<file path="src/rtl/aes_mix_columns.sv">
// AES MixColumns stage: mixes COLS_PER_CYCLE columns per clock under a valid/ready handshake.
// Define AES_INV_MIX_EN to add the i_inverse port and InvMixColumns datapath.
module aes_mix_columns #(
    parameter int COLS_PER_CYCLE = 1
) (
    input  logic         i_clock,
    input  logic         i_reset_n,
    input  logic         i_valid,
    output logic         o_ready,
    input  logic [0:127] i_data,
    input  logic         i_bypass,
`ifdef AES_INV_MIX_EN
    input  logic         i_inverse,
`endif
    output logic         o_valid,
    input  logic         i_ready,
    output logic [0:127] o_data,
    output logic         o_busy
);

    localparam int N = 4 / COLS_PER_CYCLE;
    localparam logic [1:0] LAST = 2'(N - 1);

    typedef enum logic [1:0] {
        S_IDLE = 2'd0,
        S_RUN  = 2'd1,
        S_DONE = 2'd2
    } state_t;

    state_t       r_state;
    state_t       w_next_state;
    logic [1:0]   r_cnt;
    logic [0:127] r_work;
    logic [0:127] w_work_mixed;
    logic         r_bypass;
`ifdef AES_INV_MIX_EN
    logic         r_inverse;
`endif

    logic [COLS_PER_CYCLE-1:0][31:0] w_lane_in;
    logic [COLS_PER_CYCLE-1:0][31:0] w_lane_out;

    function automatic logic [7:0] xtime(input logic [7:0] b);
        return {b[6:0], 1'b0} ^ (b[7] ? 8'h1b : 8'h00);
    endfunction

    // Row r of a column sits in bits [31-8r -: 8] (row 0 is the most significant byte).
    function automatic logic [31:0] mix_fwd(input logic [31:0] col);
        logic [3:0][7:0] a;
        logic [31:0]     res;
        res = '0;
        for (int r = 0; r < 4; r++) a[r] = col[31-8*r -: 8];
        for (int r = 0; r < 4; r++) begin
            res[31-8*r -: 8] = xtime(a[r]) ^ xtime(a[(r+1)%4]) ^ a[(r+1)%4]
                             ^ a[(r+2)%4] ^ a[(r+3)%4];
        end
        return res;
    endfunction

`ifdef AES_INV_MIX_EN
    function automatic logic [31:0] mix_inv(input logic [31:0] col);
        logic [3:0][7:0] a;
        logic [3:0][7:0] m9;
        logic [3:0][7:0] mb;
        logic [3:0][7:0] md;
        logic [3:0][7:0] me;
        logic [7:0]      x2;
        logic [7:0]      x4;
        logic [7:0]      x8;
        logic [31:0]     res;
        res = '0;
        for (int r = 0; r < 4; r++) begin
            a[r]  = col[31-8*r -: 8];
            x2    = xtime(a[r]);
            x4    = xtime(x2);
            x8    = xtime(x4);
            m9[r] = x8 ^ a[r];
            mb[r] = x8 ^ x2 ^ a[r];
            md[r] = x8 ^ x4 ^ a[r];
            me[r] = x8 ^ x4 ^ x2;
        end
        for (int r = 0; r < 4; r++) begin
            res[31-8*r -: 8] = me[r] ^ mb[(r+1)%4] ^ md[(r+2)%4] ^ m9[(r+3)%4];
        end
        return res;
    endfunction
`endif

    // One mixing lane per column handled in a cycle; bypass outranks inverse.
    for (genvar g = 0; g < COLS_PER_CYCLE; g++) begin : g_lane
        assign w_lane_in[g] = r_work[32*(int'(r_cnt)*COLS_PER_CYCLE + g) +: 32];
`ifdef AES_INV_MIX_EN
        assign w_lane_out[g] = r_bypass  ? w_lane_in[g] :
                               r_inverse ? mix_inv(w_lane_in[g]) :
                                           mix_fwd(w_lane_in[g]);
`else
        assign w_lane_out[g] = r_bypass ? w_lane_in[g] : mix_fwd(w_lane_in[g]);
`endif
    end

    always_comb begin
        w_work_mixed = r_work;
        for (int g = 0; g < COLS_PER_CYCLE; g++) begin
            w_work_mixed[32*(int'(r_cnt)*COLS_PER_CYCLE + g) +: 32] = w_lane_out[g];
        end
    end

    always_ff @(posedge i_clock or negedge i_reset_n) begin
        if (!i_reset_n) begin
            r_state <= S_IDLE;
        end else begin
            r_state <= w_next_state;
        end
    end

    always_comb begin
        w_next_state = r_state;
        case (r_state)
            S_IDLE:  if (i_valid) w_next_state = S_RUN;
            S_RUN:   if (r_cnt == LAST) w_next_state = S_DONE;
            S_DONE:  if (i_ready) w_next_state = S_IDLE;
            default: w_next_state = S_IDLE;
        endcase
    end

    always_comb begin
        o_ready = (r_state == S_IDLE) & i_reset_n;
        o_valid = (r_state == S_DONE);
        o_busy  = (r_state != S_IDLE);
        o_data  = (r_state == S_DONE) ? r_work : '0;
    end

    // Reset drops any half-mixed block along with the control state.
    always_ff @(posedge i_clock or negedge i_reset_n) begin
        if (!i_reset_n) begin
            r_cnt     <= '0;
            r_work    <= '0;
            r_bypass  <= 1'b0;
`ifdef AES_INV_MIX_EN
            r_inverse <= 1'b0;
`endif
        end else begin
            case (r_state)
                S_IDLE: begin
                    if (i_valid) begin
                        r_work    <= i_data;
                        r_bypass  <= i_bypass;
`ifdef AES_INV_MIX_EN
                        r_inverse <= i_inverse;
`endif
                        r_cnt     <= '0;
                    end
                end
                S_RUN: begin
                    r_work <= w_work_mixed;
                    r_cnt  <= (r_cnt == LAST) ? 2'd0 : r_cnt + 2'd1;
                end
                default: ;
            endcase
        end
    end

endmodule

</file>
<file path="config.mk">
export PLATFORM = sky130hd
export DESIGN_NAME = aes_mix_columns
export DESIGN_NICKNAME = d
export VERILOG_FILES = /design/src/rtl/aes_mix_columns.sv
export SDC_FILE = /design/constraint.sdc
export NUM_CORES = 1
export LEC_CHECK = 0
export BUFFER_PORTS_ARGS = -buffer_cell sky130_fd_sc_hd__buf_2
export CAP_MARGIN = 20
export CORE_MARGIN = 2
export CORE_UTILIZATION = 40
export DETAILED_ROUTE_END_ITERATION = 16
export HOLD_SLACK_MARGIN = 0.1
export SYNTH_ARGS = -nofsm -noshare
export SYNTH_HDL_FRONTEND = slang
export SYNTH_SLANG_ARGS = --single-unit
</file>
<file path="constraint.sdc">
create_clock -name i_clock -period 2.9 [get_ports i_clock]
set_clock_uncertainty 0.15 [all_clocks]
set_input_delay 0.145 -clock i_clock [delete_from_list [all_inputs] [get_ports i_clock]]
set_output_delay 0.145 -clock i_clock [all_outputs]
set_load 0.05 [all_outputs]
</file>
==> flow_metrics.py <==
metrics = {
    "run_status": {
        "status": "completed",
    },
    "sta": {
        "tns_ps": 0,
        "setup_violations": 0,
        "rsz0062_at_grt": "false",
        "worst_slew_pin_slew_ps": 1001,
        "period_share_pct": 96.27,
        "finalHoldViolCount": 0,
        "slew_violations": 0,
        "max_freq_mhz": 358.2,
        "finalCriticalPeriod_ps": 2792,
        "slew_headroom_pct": 33.17,
    },
    "die": {
        "num_rows": 57,
        "ios": 264,
        "core-area_mm2": 0.02411,
        "die_w_um": 159.9,
        "die_y_um": 159.9,
        "start_util_pct": 40.31,
        "dieArea_mm2": 0.02556,
    },
    "logic_synthesis": {
        "syn_area_mm2": 0.009717,
        "synth_warnings": 0,
        "netlist_instances": 1069,
        "avgSynthCellArea_um2": 9.090,
        "syn_nets": 1206,
        "ys_seq_area_share_pct": 34.25,
        "ys_seq_elements": 133,
        "yosysUniqueCellTypes": 39,
    },
    "grt": {
        "antenna_found_initial": 0,
        "grt_pass1_vias": 10754,
        "overflow": 0,
        "groute.usage.overall_pct": 31.29,
        "grt_pass1_wl_mm": 62.09,
        "grt_max_degree": 105,
    },
    "final_layout": {
        "nets": 1574,
        "antenna_cells": 0,
        "drive_gt1_share_pct": 28.97,
        "syn_to_final_growth_pct": 38.30,
        "fillers": 2158,
        "layout_common_cells": "262 x buf_2, 141 x o21ai_0, 134 x dlygate4sd3_1, 131 x dfrtp_1, 130 x and2_1",
        "final_common_cell": "buf_2",
    },
    "clocking": {
        "cts.root.buffer_cell": "clkbuf_16",
        "clkLatencyLatePin_ps": 450,
        "cts_max_path_buffers": 2,
        "cts_tree": "done",
        "cts_buffers": 17,
        "cts_setup_buffers": 0,
        "clock_sinks": 133,
        "path_clk_slew_ps": 60,
        "htreeDepth": 4,
    },
    "min_path": {
        "min_path_type": "in2async",
    },
    "detailed_routing": {
        "drcViolationCount": 0,
        "wl_per_cell_um": 22.62,
        "ant_nets": 0,
        "vias": 10549,
        "dr.pass1.iters": 7,
        "avgViaCountPerCell": 5.946,
        "drtIter0Drc": 1055,
        "routed_wl_mm": 40.13,
    },
    "worst_setup_path": {
        "slowest_delay_ps": 710,
        "cp.required_ps": 3030,
        "startpoint_type": "flop",
        "end_kind": "flop",
        "path_max_fanout": 20,
        "cpMaxStageDelayCell": "mux4_2",
        "crit_arrival_ps": 2930,
        "crit_path_cell_trace": "buf_12, mux4_2, xor2_4, xor2_2, xnor2_1, a31oi_1",
        "worstSetupPathType": "reg2reg",
    },
    "flow_run": {
        "maxCapViolCount": 0,
    },
    "placement": {
        "hpwl_mm": 27.46,
        "port_buffers": 263,
        "globalplace.congestion": 0.8993,
    },
}
==> path summary, 6_finish.rpt <==
path                            cells after the start        start     endpoint  slack, ps
worst min register to register                      2  r_work[127]  r_work[127]        390
worst min-delay path                                3    i_reset_n   r_work[21]        190
worst max-delay path                                6     r_cnt[0]   r_work[20]        110
max in group asynchronous                           3    i_reset_n   r_work[40]       1080
min in group i_clock                                4   i_data[94]   r_work[94]        360
worst max register to register                      6     r_cnt[0]   r_work[20]        110
==> worst max-delay path: cells and delay by family, from the launching register on <==
kind	cells	cell delay, ps
XOR/XNOR	3	920
multiplexers	1	710
flip-flops	1	460
buffers and inverters	1	220
AO/OA/AOI/OAI	1	170
==> state kept, by name (all words and copies together) (netlist names) <==
name,flops
r_bypass,1
r_cnt,2
r_state,2
r_work,128
==> synthesized netlist by cell type <==
| cell type | count | area [µm²] |
|---|---|---|
| a21oi_1 | 41 | 205.2 |
| o21ai_0 | 141 | 705.7 |
| xnor2_2 | 7 | 113.9 |
| clkbuf_1 | 82 | 307.8 |
| nand4_1 | 4 | 25.02 |
| nand3_1 | 1 | 5.000 |
| and3_1 | 77 | 481.7 |
| nand2_1 | 71 | 266.5 |
| ha_1 | 4 | 50.05 |
| mux2i_1 | 1 | 10.01 |
| buf_12 | 1 | 20.02 |
| o21ai_1 | 1 | 5.000 |
| xor2_1 | 17 | 148.9 |
| buf_2 | 19 | 95.09 |
| and2_1 | 130 | 813.3 |
| buf_6 | 1 | 11.26 |
| a21o_1 | 2 | 15.01 |
| or2_2 | 1 | 6.260 |
| mux2_2 | 1 | 11.26 |
| xnor2_4 | 2 | 55.05 |
| xnor2_1 | 75 | 656.9 |
| nor2_1 | 42 | 157.7 |
| a31oi_1 | 12 | 75.07 |
| and4_1 | 3 | 26.28 |
| o31ai_1 | 1 | 7.510 |
| a22o_1 | 2 | 17.52 |
| nor3_1 | 13 | 65.06 |
| nand2b_1 | 9 | 56.30 |
| nor2b_1 | 3 | 18.77 |
| a221oi_1 | 113 | 989.7 |
| o211ai_1 | 4 | 30.03 |
| xor2_4 | 1 | 27.53 |
| mux4_2 | 32 | 720.7 |
| o21bai_1 | 1 | 7.510 |
| dfrtp_1 | 133 | 3328 |
| buf_4 | 7 | 52.55 |
| inv_1 | 5 | 18.77 |
| xor2_2 | 6 | 97.59 |
| buf_1 | 3 | 11.26 |
==> timing repair <==
| action | 4_1_cts | 5_1_grt |
|---|---|---|
| endpoints found under the setup margin | 0 | 4 |
| hold endpoints to repair | 265 | 0 |
| gates resized for setup | 0 | 2 |
| hold buffers | 134 | 0 |
==> routing by layer <==
layer / wire, µm / GRT usage [%] / vias to the layer above
li1: - / - / 4636
met1: 16410 / 42.05 / 5093
met2: 18790 / 50.43 / 722
met3: 3717 / 5.584 / 98
met4: 1217 / 12.24 / 0
met5: 0 / 0 / -
==> cell type report <==
class | count | area [µm²] | area share (%)
clock buffers | 18 | 439.2 | 3.268
clock inverters | 14 | 117.6 | 0.8752
inverters | 5 | 18.77 | 0.1397
multi-input cells | 818 | 5916 | 44.02
flip-flops and latches | 133 | 3331 | 24.79
well taps | 324 | 405.4 | 3.017
repair buffers | 462 | 3211 | 23.89
==> metrics by stage <==
| step | area [µm²] | util [%] | std cells | hold slack, ps | setup slack [ps] |
|---|---|---|---|---|---|
| after floorplan | 9717 | - | 1069 | -300.6 | 401.3 |
| after global placement | 11520 | 47.78 | 1607 | -74.44 | 101.1 |
| after detailed placement | 11520 | 47.78 | 1607 | -69.39 | 75.32 |
| after CTS | 13420 | 55.65 | 1773 | 216.8 | 73.69 |
| after global routing | 13440 | 55.75 | 1774 | 224.8 | 20.88 |
| final | 13440 | 55.75 | 1774 | 188.0 | 108.3 |
==> logic make-up (layout without fill, tap and decap cells) <==
| kind of cell | count (synthesis) | after routing | synth area share (%) |
|---|---|---|---|
| AO/OA/AOI/OAI | 318 | 318 | 21.18 |
| XOR/XNOR | 108 | 108 | 11.32 |
| adder cells (fa/ha/maj) | 4 | 4 | 0.5151 |
| buffers and inverters | 118 | 499 | 5.318 |
| flip-flops | 133 | 133 | 34.25 |
| multiplexers | 34 | 34 | 7.636 |
| AND/OR/NAND/NOR | 354 | 354 | 19.78 |
Power is left out: the tool's default activity adds up to more than one toggle a clock period on the data nets, which glitch-free logic cannot reach.
